$ cat config.mk
export PLATFORM = sky130hd
export DESIGN_NAME = bcd_timer_ctrl
export DESIGN_NICKNAME = d
export VERILOG_FILES = /design/src/rtl/bcd_timer_pkg.sv /design/src/rtl/bcd_digit.sv /design/src/rtl/bcd_timer_ctrl.sv
export SDC_FILE = /design/constraint.sdc
export NUM_CORES = 1
export LEC_CHECK = 0
export ABC_AREA = 1
export ABC_CLOCK_PERIOD_IN_PS = 3200
export CORE_ASPECT_RATIO = 1.4
export CORE_UTILIZATION = 53
export DETAILED_ROUTE_END_ITERATION = 12
export MAX_ROUTING_LAYER = met4
export PLACE_DENSITY = 0.84
export RECOVER_POWER = 25
export SLEW_MARGIN = 40
export SYNTH_ARGS = -nofsm -noshare
export SYNTH_HDL_FRONTEND = slang
export SYNTH_SLANG_ARGS = --single-unit
$ cat constraint.sdc
create_clock -name clk -period 3.2 [get_ports clk]
set_input_delay 0.8 -clock clk [delete_from_list [all_inputs] [get_ports clk]]
set_output_delay 0.8 -clock clk [all_outputs]
set_load 0.02 [all_outputs]
$ cat src/rtl/bcd_timer_pkg.sv
// bcd_timer_pkg: shared types and helpers for the BCD timer controller.
// Holds the FSM state enum, the BCD digit type and the digit validity check.
package bcd_timer_pkg;

  typedef enum logic [1:0] {
    IDLE,
    RUN,
    PAUSE,
    DONE
  } state_t;

  typedef logic [3:0] bcd_digit_t;

  localparam bcd_digit_t BCD_MAX = 4'd9;

  function automatic logic bcd_valid(input bcd_digit_t d);
    return d <= BCD_MAX;
  endfunction

endpackage

$ cat src/rtl/bcd_digit.sv
// bcd_digit: one decade (0..9) counter of the BCD chain.
// Ports: clk, reset (sync, active-low), en (advance), clr, ld/ld_val (preset),
// q (digit value), carry (en & q==9, enables the next digit).
module bcd_digit
  import bcd_timer_pkg::*;
(
  input  logic       clk,
  input  logic       reset,
  input  logic       en,
  input  logic       clr,
  input  logic       ld,
  input  bcd_digit_t ld_val,
  output bcd_digit_t q,
  output logic       carry
);

  always_ff @(posedge clk) begin
    if (!reset) begin
      q <= '0;
    end else if (clr) begin
      q <= '0;
    end else if (ld) begin
      q <= ld_val;
    end else if (en) begin
      q <= (q == BCD_MAX) ? '0 : q + 4'd1;
    end
  end

  assign carry = en & (q == BCD_MAX);

endmodule

$ cat src/rtl/bcd_timer_ctrl.sv
// bcd_timer_ctrl: start/pause/clear/preset sequencer for a DIGITS-long BCD
// count chain that stops (or reloads) on a latched target and pulses done.
// Ports: clk, reset (sync, active-low), tick, start, stop, clr, load,
// load_val, target (BCD inputs); count, busy, done, err (outputs).
// Build option: define BCD_TIMER_AUTORELOAD_EN to restart from 0 on match.
module bcd_timer_ctrl
  import bcd_timer_pkg::*;
#(
  parameter int DIGITS = 2
) (
  input  logic                clk,
  input  logic                reset,
  input  logic                tick,
  input  logic                start,
  input  logic                stop,
  input  logic                clr,
  input  logic                load,
  input  logic [4*DIGITS-1:0] load_val,
  input  logic [4*DIGITS-1:0] target,
  output logic [4*DIGITS-1:0] count,
  output logic                busy,
  output logic                done,
  output logic                err
);

  localparam int W = 4 * DIGITS;

  state_t         state;
  state_t         state_nxt;
  logic [W-1:0]   target_q;
  logic [W-1:0]   inc_val;
  bcd_digit_t     q [DIGITS];
  logic [DIGITS:0] en_c;
  logic [DIGITS:0] inc_c;

  logic cnt_en;
  logic dig_clr;
  logic dig_ld;
  logic tgt_ld;
  logic err_set;
  logic err_clr;
  logic done_nxt;
  logic tgt_ok;
  logic ld_ok;
  logic tgt_zero;
  logic match;
  logic unused;

  assign en_c[0]  = cnt_en;
  assign inc_c[0] = 1'b1;

  // inc_val is the would-be next count, built independently of the
  // digit enables so the match test does not loop through cnt_en.
  for (genvar i = 0; i < DIGITS; i++) begin : g_dig
    bcd_digit u_dig (
      .clk    (clk),
      .reset  (reset),
      .en     (en_c[i]),
      .clr    (dig_clr),
      .ld     (dig_ld),
      .ld_val (load_val[4*i +: 4]),
      .q      (q[i]),
      .carry  (en_c[i+1])
    );

    assign inc_val[4*i +: 4] =
      !inc_c[i]          ? q[i] :
      (q[i] == BCD_MAX)  ? 4'd0 :
                           q[i] + 4'd1;
    assign inc_c[i+1] = inc_c[i] & (q[i] == BCD_MAX);
  end

  assign unused = en_c[DIGITS] ^ inc_c[DIGITS];

  always_comb begin
    tgt_ok = 1'b1;
    ld_ok  = 1'b1;
    count  = '0;
    for (int i = 0; i < DIGITS; i++) begin
      tgt_ok &= bcd_valid(target[4*i +: 4]);
      ld_ok  &= bcd_valid(load_val[4*i +: 4]);
      count[4*i +: 4] = q[i];
    end
  end

  assign tgt_zero = (target == '0);
  assign match    = (inc_val == target_q);

  always_comb begin
    state_nxt = state;
    cnt_en    = 1'b0;
    dig_clr   = 1'b0;
    dig_ld    = 1'b0;
    tgt_ld    = 1'b0;
    err_set   = 1'b0;
    err_clr   = 1'b0;
    done_nxt  = 1'b0;
    if (clr) begin
      dig_clr   = 1'b1;
      err_clr   = 1'b1;
      state_nxt = IDLE;
    end else begin
      unique case (state)
        IDLE, DONE: begin
          if (load) begin
            if (state == IDLE) begin
              if (ld_ok) dig_ld = 1'b1;
              else       err_set = 1'b1;
            end
          end else if (start) begin
            if (!tgt_ok) begin
              err_set = 1'b1;
            end else begin
              tgt_ld    = 1'b1;
              dig_clr   = 1'b1;
              done_nxt  = tgt_zero;
              state_nxt = tgt_zero ? DONE : RUN;
            end
          end
        end
        RUN: begin
          // load/start outrank stop; both are no-ops while running
          if (stop && !load && !start) begin
            state_nxt = PAUSE;
          end else if (tick) begin
            cnt_en = 1'b1;
            if (match) begin
              done_nxt = 1'b1;
`ifdef BCD_TIMER_AUTORELOAD_EN
              dig_clr = 1'b1;
`else
              state_nxt = DONE;
`endif
            end
          end
        end
        PAUSE: begin
          if (load) begin
            if (ld_ok) dig_ld = 1'b1;
            else       err_set = 1'b1;
          end else if (start) begin
            state_nxt = RUN;
          end
        end
      endcase
    end
  end

  always_ff @(posedge clk) begin
    if (!reset) begin
      state    <= IDLE;
      target_q <= '0;
      done     <= 1'b0;
      err      <= 1'b0;
    end else begin
      state <= state_nxt;
      done  <= done_nxt;
      if (tgt_ld) target_q <= target;
      if (err_clr)      err <= 1'b0;
      else if (err_set) err <= 1'b1;
    end
  end

  assign busy = (state == RUN);

endmodule

# Yosys cells after proc, flatten, opt, wreduce, memory -nomap -nowiden
# Index checks and enable logic that the tools add are counted.
# Widths: inputs -> output; s select.
# classes
n_lt_le_gt_ge,4
n_reduce_logical,13
bitwise_logic,4
addsub,2
n_eq_ne,13
n_mux,49
# op_table
op,count
$mux 1,29
$mux 4,7
$mux 2,9
$le 4x4->1 const B,4
$ne 2x2->1 const B,5
$add 4x1->4 const B,2
$eq 4x4->1 const B,2
$eq 8x8->1,1
$logic_not 8->1,1
$reduce_or 2->1,4
$reduce_and 7->1,1
$pmux 1 s2,3
$pmux 2 s3,1
$eq 2x2->1 const B,2
$reduce_bool 2->1,2
$and 1x1->1,3
$ne 3x1->1 const B,1
$ne 3x2->1 const B,1
$eq 2x1->1 const B,1
$logic_and 1x1->1,2
$logic_not 1->1,2
$logic_not 2->1,1
$not 1->1,1
# totals
output_inout_bits,11
ff_bits,20

# Longest topological paths before layout
# depth
ltp_word,9
depth_mapped,15
depth_no_buf,15

# Hierarchy
# A second synthesis with hierarchy kept.
# unflattened
hier_cells,249
hier_area_um2,1521.5
# by_module_without_submodules
mod,instances,area_per_inst_um2,cells_each,seq_area_each_um2
bcd_timer_ctrl,1,1013.5,169,240.2
bcd_digit,2,254.0,40,80.1

# Least setup slack after synthesis
# Ideal clock, no wire load.
# synth_timing
path_type,input-to-reg
from,in target[1]
to,reg target_q[6]
path_buffers,1
cell_stages,8
required_ps,3081
arrival_ps,1837
slack_ps,1244
path_cell_list,or2_1 > a22oi_2 > nand2_2 > nor2_4 > nand2_2 > buf_6 > o21ai_0 > a21oi_1
# synth_between
elab_chain_cells,7
# synth_rtl
item,line_no,source
start: declaration,bcd_timer_ctrl.sv:19,"input logic [4*DIGITS-1:0] target,"
$le 4x4->1,bcd_timer_pkg.sv:17,return d <= BCD_MAX;
$and 1x1->1,bcd_timer_ctrl.sv:80,tgt_ok &= bcd_valid(target[4*i +: 4]);
$mux 1,bcd_timer_ctrl.sv:111,if (!tgt_ok) begin
$mux 1,bcd_timer_ctrl.sv:110,end else if (start) begin
$mux 1,bcd_timer_ctrl.sv:105,if (load) begin
$mux 1,bcd_timer_ctrl.sv:103,unique case (state)
$mux 1,bcd_timer_ctrl.sv:98,if (clr) begin
end signal: assignment,bcd_timer_ctrl.sv:158,if (tgt_ld) target_q <= target;
end: declaration,bcd_timer_ctrl.sv:30,logic [W-1:0] target_q;
# No other way between the ends.
# A chain may end at the register's enable or synchronous reset.

# Worst setup path after layout
# layout_timing
from,in target[1]
to,reg target_q[1]
# layout_between
elab_chain_cells,7
# layout_rtl
item,line_no
$le 4x4->1,bcd_timer_pkg.sv:17
$and 1x1->1,bcd_timer_ctrl.sv:80
$mux 1,bcd_timer_ctrl.sv:111
$mux 1,bcd_timer_ctrl.sv:110
$mux 1,bcd_timer_ctrl.sv:105
$mux 1,bcd_timer_ctrl.sv:103
$mux 1,bcd_timer_ctrl.sv:98
# Several ways; a longest one is shown, not always the timed one.

==> out/qor.yml <==
max_freq_mhz: 406
power.density_nw_per_um2: 293
tightest_slew_ns: 0.447
final_common_cell: "nand2_1"
cts_tree: "done"
crit_chain: "clkdlybuf4s50_1 > or2_0 > a22oi_1 > nand2_2 > nor2_4 > nand2_1 > o21ai_0 > a21oi_1"
hold_class: "reg2reg"
max_stage_delay_ns: 0.40
n_fill_cell: 234
ys_warn_count: 0
areaGrowthSynthToFinish_pct: 26.4
antenna_found_initial: 0
critPathKind: "in2reg"
syn_avg_cell_area_um2: 6.43
grt_start_max_net_pins: 16
p_leak_uw: 0.000744
place_inst: 292
wire_per_inst_um: 11.0
die_w_um: 46.2
final_cells: 296
synth_top_area_frac: 0.277
yosysSeqAreaShare: 0.277
core_um2: 2620
post_cts_buffers: 0
grt_pass1_wl_um: 5520
drc: 0
drv_slew: 0
ctsHoldBuffers: 0
synth_cell_types: 31
gp_congestion: 0.917
peakVddDrop_mv: 0.300
dieArea_um2: 2950
finalSetupViolCount: 0
fin_util: 0.700
cts-root-buf: "clkbuf_4"
syn_area_um2: 1450
pin_count: 34
start_util: 0.554
start_kind: "primary input"
die_h_um: 63.8
drt-total-wl_um: 3250
rows: 22
synth_area_leaders: "dfxtp_1 28%, nand2_1 14%, inv_1 7.0%, nand3_1 6.6%, a21oi_1 6.2%"
synth_seq_cells: 20
grt_pass1_vias: 1379
final_nets: 289
min_period_ns: 2.46
critPathTopFamily: "simple AND/OR/NAND/NOR gates"
tns_ns: 0
dr.pass1.iters: 4
synth_cells: 225
clk_latency_ns: 0.31
place_hpwl_um: 2730
end_kind: "register"
layout_common_cells: "54 x nand2_1, 30 x clkdlybuf4s50_1, 27 x inv_1"
layout-drive-gt1-share: 0.0846
synth_top_area_cell: "dfxtp_1"
timing.final.crit_share: 0.769
cts_resized: 0
clk_pin_slew_ns: 0.12
multi_input_area_um2: 890
grt_overflow: 0
cts_htree_levels: 1
seq_area_um2: 400
status: "completed"
routed_via_density: 5.24
via_count: 1550
clock_path_buffers: 2
rsz0062_at_grt: "false"
portBuffers: 33
crit_path_top_delay_cell: "clkdlybuf4s50_1"
antenna_cells: 0
ant_nets: 0
crit_buf_inv: 1
finalHoldViolCount: 0
worstPathRequired_ns: 3.40
power.total_uw: 537
maxSlewHeadroom: 0.701
clock_skew_ns: 0.00495
crit_arrival_ns: 2.66
holdWs_ns: 0.478
syn-num-nets: 253
grt.total_usage: 0.251
crit_fanout: 15
cap_viol_max_count: 0
first_iter_violations: 52
cts_made_buffers: 3
cts.sinks: 20
[per-layer routing]
metal	vias to the layer above	track usage	part of all wire
li1	815	-	-
met1	692	0.278	0.43
met2	35	0.447	0.52
met3	8	0.0282	0.027
met4	0	0.0735	0.022
met5	-	-	0
[cells by family (layout without fill, tap and decap cells)]
| group | Yosys count | in the layout | share of synthesized area |
|---|---|---|---|
| DFF | 20 | 20 | 0.277 |
| and+or+nand+nor | 109 | 109 | 0.348 |
| adders and majority gates | 5 | 5 | 0.0432 |
| xor gates and xnor gates | 2 | 2 | 0.0121 |
| AOI/OAI and AO/OA | 54 | 54 | 0.216 |
| buffers and inverters | 35 | 70 | 0.104 |
[area by class of cell]
cell class,instances,share of cell area
timing repair buffer,33,0.181
multi-input combinational,170,0.486
sequential,20,0.219
clock buffer,4,0.0198
tap,36,0.0246
inverter,33,0.0698
[final timing paths]
| check | end | slack, ns | cells after the start | from |
|---|---|---|---|---|
| min reg2reg | target_q[4] | 0.48 | 2 | target_q[4] |
| max | target_q[1] | 0.74 | 8 | target[1] |
| min | target_q[4] | 0.48 | 2 | target_q[4] |
| max reg2reg | g_dig[1].u_dig.q[2] | 1.27 | 11 | state[1] |
[stage by stage]
step / instance area, um^2 / setup slack, ns
after floorplan: 1450 / 1.24
after global placement: 1800 / 0.629
after detailed placement: 1800 / 0.639
after CTS: 1840 / 0.825
after global routing: 1830 / 0.548
final: 1830 / 0.739
[power breakdown]
part | switching [uW] | leakage (uW) | internal (uW)
Combinational | 63.8 | 0.000562 | 56.2
Clock | 85.1 | 0.0000210 | 69.5
Sequential | 6.09 | 0.000162 | 256
[tightest hold or removal path, stage by stage, from the launching register on]
cell and delay [ns]:
dfxtp_1 0.33, inv_1 0.06, a21oi_1 0.05
[state kept, by name, indices dropped and copies added, names as in the netlist]
signal         count
done               1
err                1
g_dig.u_dig.q      8
state              2
target_q           8
[Yosys cell counts]
cell type	n
nor2_2	1
nand2_4	1
o211ai_1	3
dfxtp_1	20
o21ai_2	1
xor2_1	2
clkinv_2	1
nor2_1	18
a21oi_1	18
a22oi_2	1
nor2_4	3
inv_1	27
a31oi_1	5
or2_1	3
nand2_1	53
nand2_2	4
ha_1	5
nor3b_2	1
o32ai_1	1
nand4_1	2
o21ai_1	5
o21ai_0	16
nor3_1	3
nand3_1	19
a311oi_1	1
buf_6	2
inv_2	4
nand3b_1	1
a21oi_2	2
inv_4	1
o21a_1	1
Note: power is estimated with default switching activity, not from simulation.
==> variant 1, RTL diff (same flow settings) <==
Set the package constant `BCD_MAX` to 4'd4 (it was 4'd9).
--- a/src/rtl/bcd_timer_pkg.sv
+++ b/src/rtl/bcd_timer_pkg.sv
@@ -11,7 +11,7 @@
 
   typedef logic [3:0] bcd_digit_t;
 
-  localparam bcd_digit_t BCD_MAX = 4'd9;
+  localparam bcd_digit_t BCD_MAX = 4'd4;
 
   function automatic logic bcd_valid(input bcd_digit_t d);
     return d <= BCD_MAX;
Function: changed (Yosys sat finds a counterexample within 4 cycles, from zero or initial values and one cycle with reset low).
==> variant 1 against the original RTL <==
  * Routed wire length increased by 20%
  * Maximum frequency decreased by 3.1%
  * Sequential cell count unchanged
  * Cell area decreased by 3.7%
  * Sequential share of layout area increased by 0.84 points
  * Critical path depth increased by 1
  * Total power decreased by 11%
  * Count of clock-buffer cells in the layout unchanged
  * Register-to-register slack got worse by 0.22 ns
  * Cell count decreased by 6.1%
  * Clock skew about the same
  * Setup slack got worse by 0.078 ns
  * Area after synthesis decreased by 6.3%
  * Critical endpoint is now target_q[5]$_SDFFE_PN0P_
  * Largest cell class unchanged
  * Largest power group unchanged
  * Highest routed layer unchanged
==> variant 1: results (changes against the original RTL) <==
DP Area - 1740 um^2 (-3.5%)
Vias in the first global route - 1531 (+11%)
Post-DP HPWL - 3.13 mm (+15%)
Crit Reg-Reg Endpoint - state[1]$_SDFFE_PP0P_
Vias per Instance - 5.69 (+8.6%)
Post-Route WL - 3.89 mm (+20%)
Syn_nets - 236 (-6.7%)
Commonest cells in the netlist - nand2_1, inv_1, nand3_1
Largest registers - g_dig.u_dig.q: 8 flops, target_q: 8 flops, state: 2 flops
CP Max Fanout - 8 (-7)
Share of cells above drive strength 1 - 0.0779 (-0.00675)
Rel. slew slack - 0.692 (-0.00927)
DRT iter0 DRCs - 81 (+56%)
Nets@finish - 275 (-4.8%)
Largest cells by area after synthesis - dfxtp_1, nand2_1, nand3_1, inv_1, ha_1
Post-place setup slack - 0.373 ns (-0.266 ns)
Static Leak - 0.731 nW (-1.8%)
Clk_skew - 0.00518 ns (+0.000226 ns)
Post-Place Cells - 274 (-6.2%)
GRT Total Usage - 0.331 (+0.0797)
Via Count - 1581 (+2.0%)
End point of the worst hold path - target_q[3]$_SDFFE_PN0P_
Worst min-delay path startpoint - target_q[3]$_SDFFE_PN0P_
Sw Share - 0.255 (-0.0343)
Synthesized area per cell - 6.58 um^2 (+2.3%)
First-pass GRT wire length - 6.46 mm (+17%)
Largest net degree at the start of global routing - 12 (-4)
Status - complete, no violations
Crit path arrival time - 2.74 ns (+0.08 ns)
Worst R2R Setup Slack - 1.05 ns (-0.22 ns)
Post-synthesis cell type count - 25 (-19%)
VDD IR max - 218 uV (-27%)
R2R cell count - 13 (+2)
WHS - 0.474 ns (-0.00431 ns)
## variant 1: cell count changes in the layout (fill, tap and decap cells not counted), moves of 3 or more
cell     change
inv_2        -3
a31oi_1      -3
o21ai_1      -5
nor2_4       -3
a21oi_1      -5
o221a_2      +3
nand3_1      +5
nor2_1       +4
nand2_1      -8
## variant 1: power groups by stage
| stage | registers, mW | clock network (mW) | logic, mW |
|---|---|---|---|
| 2_1_floorplan | 0.259 | 0 | 0.0275 |
| 3_3_place_gp | 0.258 | 0 | 0.0700 |
| 3_5_place_dp | 0.259 | 0 | 0.0725 |
| 4_1_cts | 0.253 | 0.152 | 0.0728 |
| 5_1_grt | 0.253 | 0.169 | 0.0801 |
| 6_report | 0.253 | 0.154 | 0.0732 |
## variant 1: cell type report
type | instances | area (um^2)
multi-input combinational | 157 | 836
fill | 210 | 656
sequential | 20 | 400
timing repair buffer | 34 | 338
inverter | 29 | 109
tap | 34 | 42.5
clock buffer | 4 | 36.3
## variant 1: worst max-delay path by stage
stage | from | end | slack, ns | depth (start not counted)
detailed placement | load_val[4] | g_dig[1].u_dig.q[1]$_SDFFE_PP0P_ | 0.37 | 9
global route | target[2] | target_q[0]$_SDFFE_PN0P_ | 0.42 | 9
floorplan | load_val[5] | g_dig[1].u_dig.q[1]$_SDFFE_PP0P_ | 1.28 | 8
global placement | load_val[5] | g_dig[1].u_dig.q[1]$_SDFFE_PP0P_ | 0.38 | 9
finish | target[2] | target_q[5]$_SDFFE_PN0P_ | 0.66 | 9
CTS | load_val[4] | g_dig[1].u_dig.q[1]$_SDFFE_PP0P_ | 0.69 | 9
## variant 1: kinds of logic after synthesis
| group | after synthesis | synth area share |
|---|---|---|
| AO/OA/AOI/OAI | 39 | 0.173 |
| XOR/XNOR | 2 | 0.0129 |
| adder cells (fa/ha/maj) | 7 | 0.0646 |
| buffers and inverters | 29 | 0.0803 |
| flip-flops | 20 | 0.295 |
| AND/OR/NAND/NOR | 109 | 0.374 |
## variant 1: metal layers
metal | up-vias | wire length, um | GRT usage
met2 | 79 | 2020 | 0.576
met5 | - | 0 | -
li1 | 765 | - | -
met4 | 0 | 199 | 0.225
met3 | 21 | 218 | 0.0520
met1 | 716 | 1450 | 0.338
## variant 1: critical path, cell delays in order
cell           delay (ns)
dlygate4sd3_1        0.56
inv_1                0.09
o211ai_1             0.15
nor2_1               0.22
nand2_1              0.12
nor2_1               0.33
inv_1                0.21
o21ai_0              0.20
a21oi_1              0.06
==> variant 2, RTL diff (config.mk and constraints unchanged) <==
Without the edit above. Remove the register `done`: a continuous assignment takes its place, so the output `done` follows one clock earlier.
--- a/src/rtl/bcd_timer_ctrl.sv
+++ b/src/rtl/bcd_timer_ctrl.sv
@@ -150,17 +150,17 @@
     if (!reset) begin
       state    <= IDLE;
       target_q <= '0;
-      done     <= 1'b0;
       err      <= 1'b0;
     end else begin
       state <= state_nxt;
-      done  <= done_nxt;
       if (tgt_ld) target_q <= target;
       if (err_clr)      err <= 1'b0;
       else if (err_set) err <= 1'b1;
     end
   end
 
+  assign done = done_nxt;
+
   assign busy = (state == RUN);
 
 endmodule
Function: changed (Yosys sat finds a counterexample within 4 cycles, from zero or initial values and one cycle with reset low).
==> variant 2 against the original RTL <==
  * Die area down 3.0%
  * Cell area down 0.68%
  * Setup slack worse by 0.61 ns
  * Area after synthesis down 3.1%
  * Routed wire length up 3.7%
  * Total power down 2.0%
  * Sequential cell count down 1
  * Register-to-register slack worse by 0.08 ns
==> variant 2: results (changes against the original RTL) <==
Crit Reg-Reg Endpoint - g_dig[1].u_dig.q[3]$_SDFFE_PP0P_
Post-synthesis cell type count - 33 (+6.5%)
Wire length on met3 - 127 um (+43%)
First-pass GRT wire length - 5.67 mm (+2.7%)
Cell count after synthesis - 221 (-1.8%)
Clk_skew - 0.00412 ns (-0.000839 ns)
DRT met1 WL - 1.37 mm (-0.94%)
Worst R2R Setup Slack - 1.19 ns (-0.08 ns)
Via Count - 1557 (+0.45%)
Status - complete, no violations
Met2 Track Usage GR - 0.446 (-0.000755)
End point of the worst hold path - target_q[5]$_SDFFE_PN0P_
Grt met3 use - 0.0376 (+0.00932)
DRT iter0 DRCs - 42 (-19%)
DP Area - 1790 um^2 (-0.63%)
Post-synthesis cell area - 1400 um^2 (-3.1%)
Largest net degree at the start of global routing - 15 (-1)
Area of the multi-input gates - 865 um^2 (-2.8%)
Rel. slew slack - 0.695 (-0.00609)
Seq/Total Area, Yosys - 0.271 (-0.00539)
R2R cell count - 10 (-1)
WHS - 0.479 ns (+0.000585 ns)
Met1 usage - 0.276 (-0.00246)
Worst min-delay path startpoint - target_q[5]$_SDFFE_PN0P_
CP Max Fanout - 3 (-12)
Post-DP HPWL - 2.79 mm (+2.2%)
Largest cells by area after synthesis - dfxtp_1, nand2_1, o21ai_0, inv_1, a21oi_1
Static Leak - 0.803 nW (+7.9%)
RePlAce Congestion - 0.900 (-1.9%)
GRT Total Usage - 0.268 (+0.0175)
Commonest cells in the netlist - nand2_1, inv_1, o21ai_0
## variant 2: worst max-delay path, stage by stage
cell             delay (ns)
clkdlybuf4s50_1        0.44
o21ai_0                0.20
nand2_1                0.10
nor3_1                 0.20
nand2_1                0.08
a21oi_1                0.14
clkdlybuf4s15_1        0.31
## variant 2: what timing repair did
| action | CTS | global route |
|---|---|---|
| endpoints found under the setup margin | 1 | 1 |
| resized for setup | 1 | 2 |
| buffers inserted | 0 | 0 |
| hold buffers | 0 | 0 |
## variant 2: kinds of logic (layout without fill, tap and decap cells)
family	after synthesis	after routing	synth area share
compound gates	50	50	0.191
simple gates	106	106	0.357
buf+inv	38	77	0.112
xor+xnor	3	3	0.0241
fa+ha+maj	5	5	0.0446
flops	19	19	0.271
## variant 2: cell type report
class,count,area share
clock buffer,4,0.0145
inverter,35,0.0737
multi-input combinational,164,0.476
sequential,19,0.210
tap,34,0.0234
timing repair buffer,38,0.202
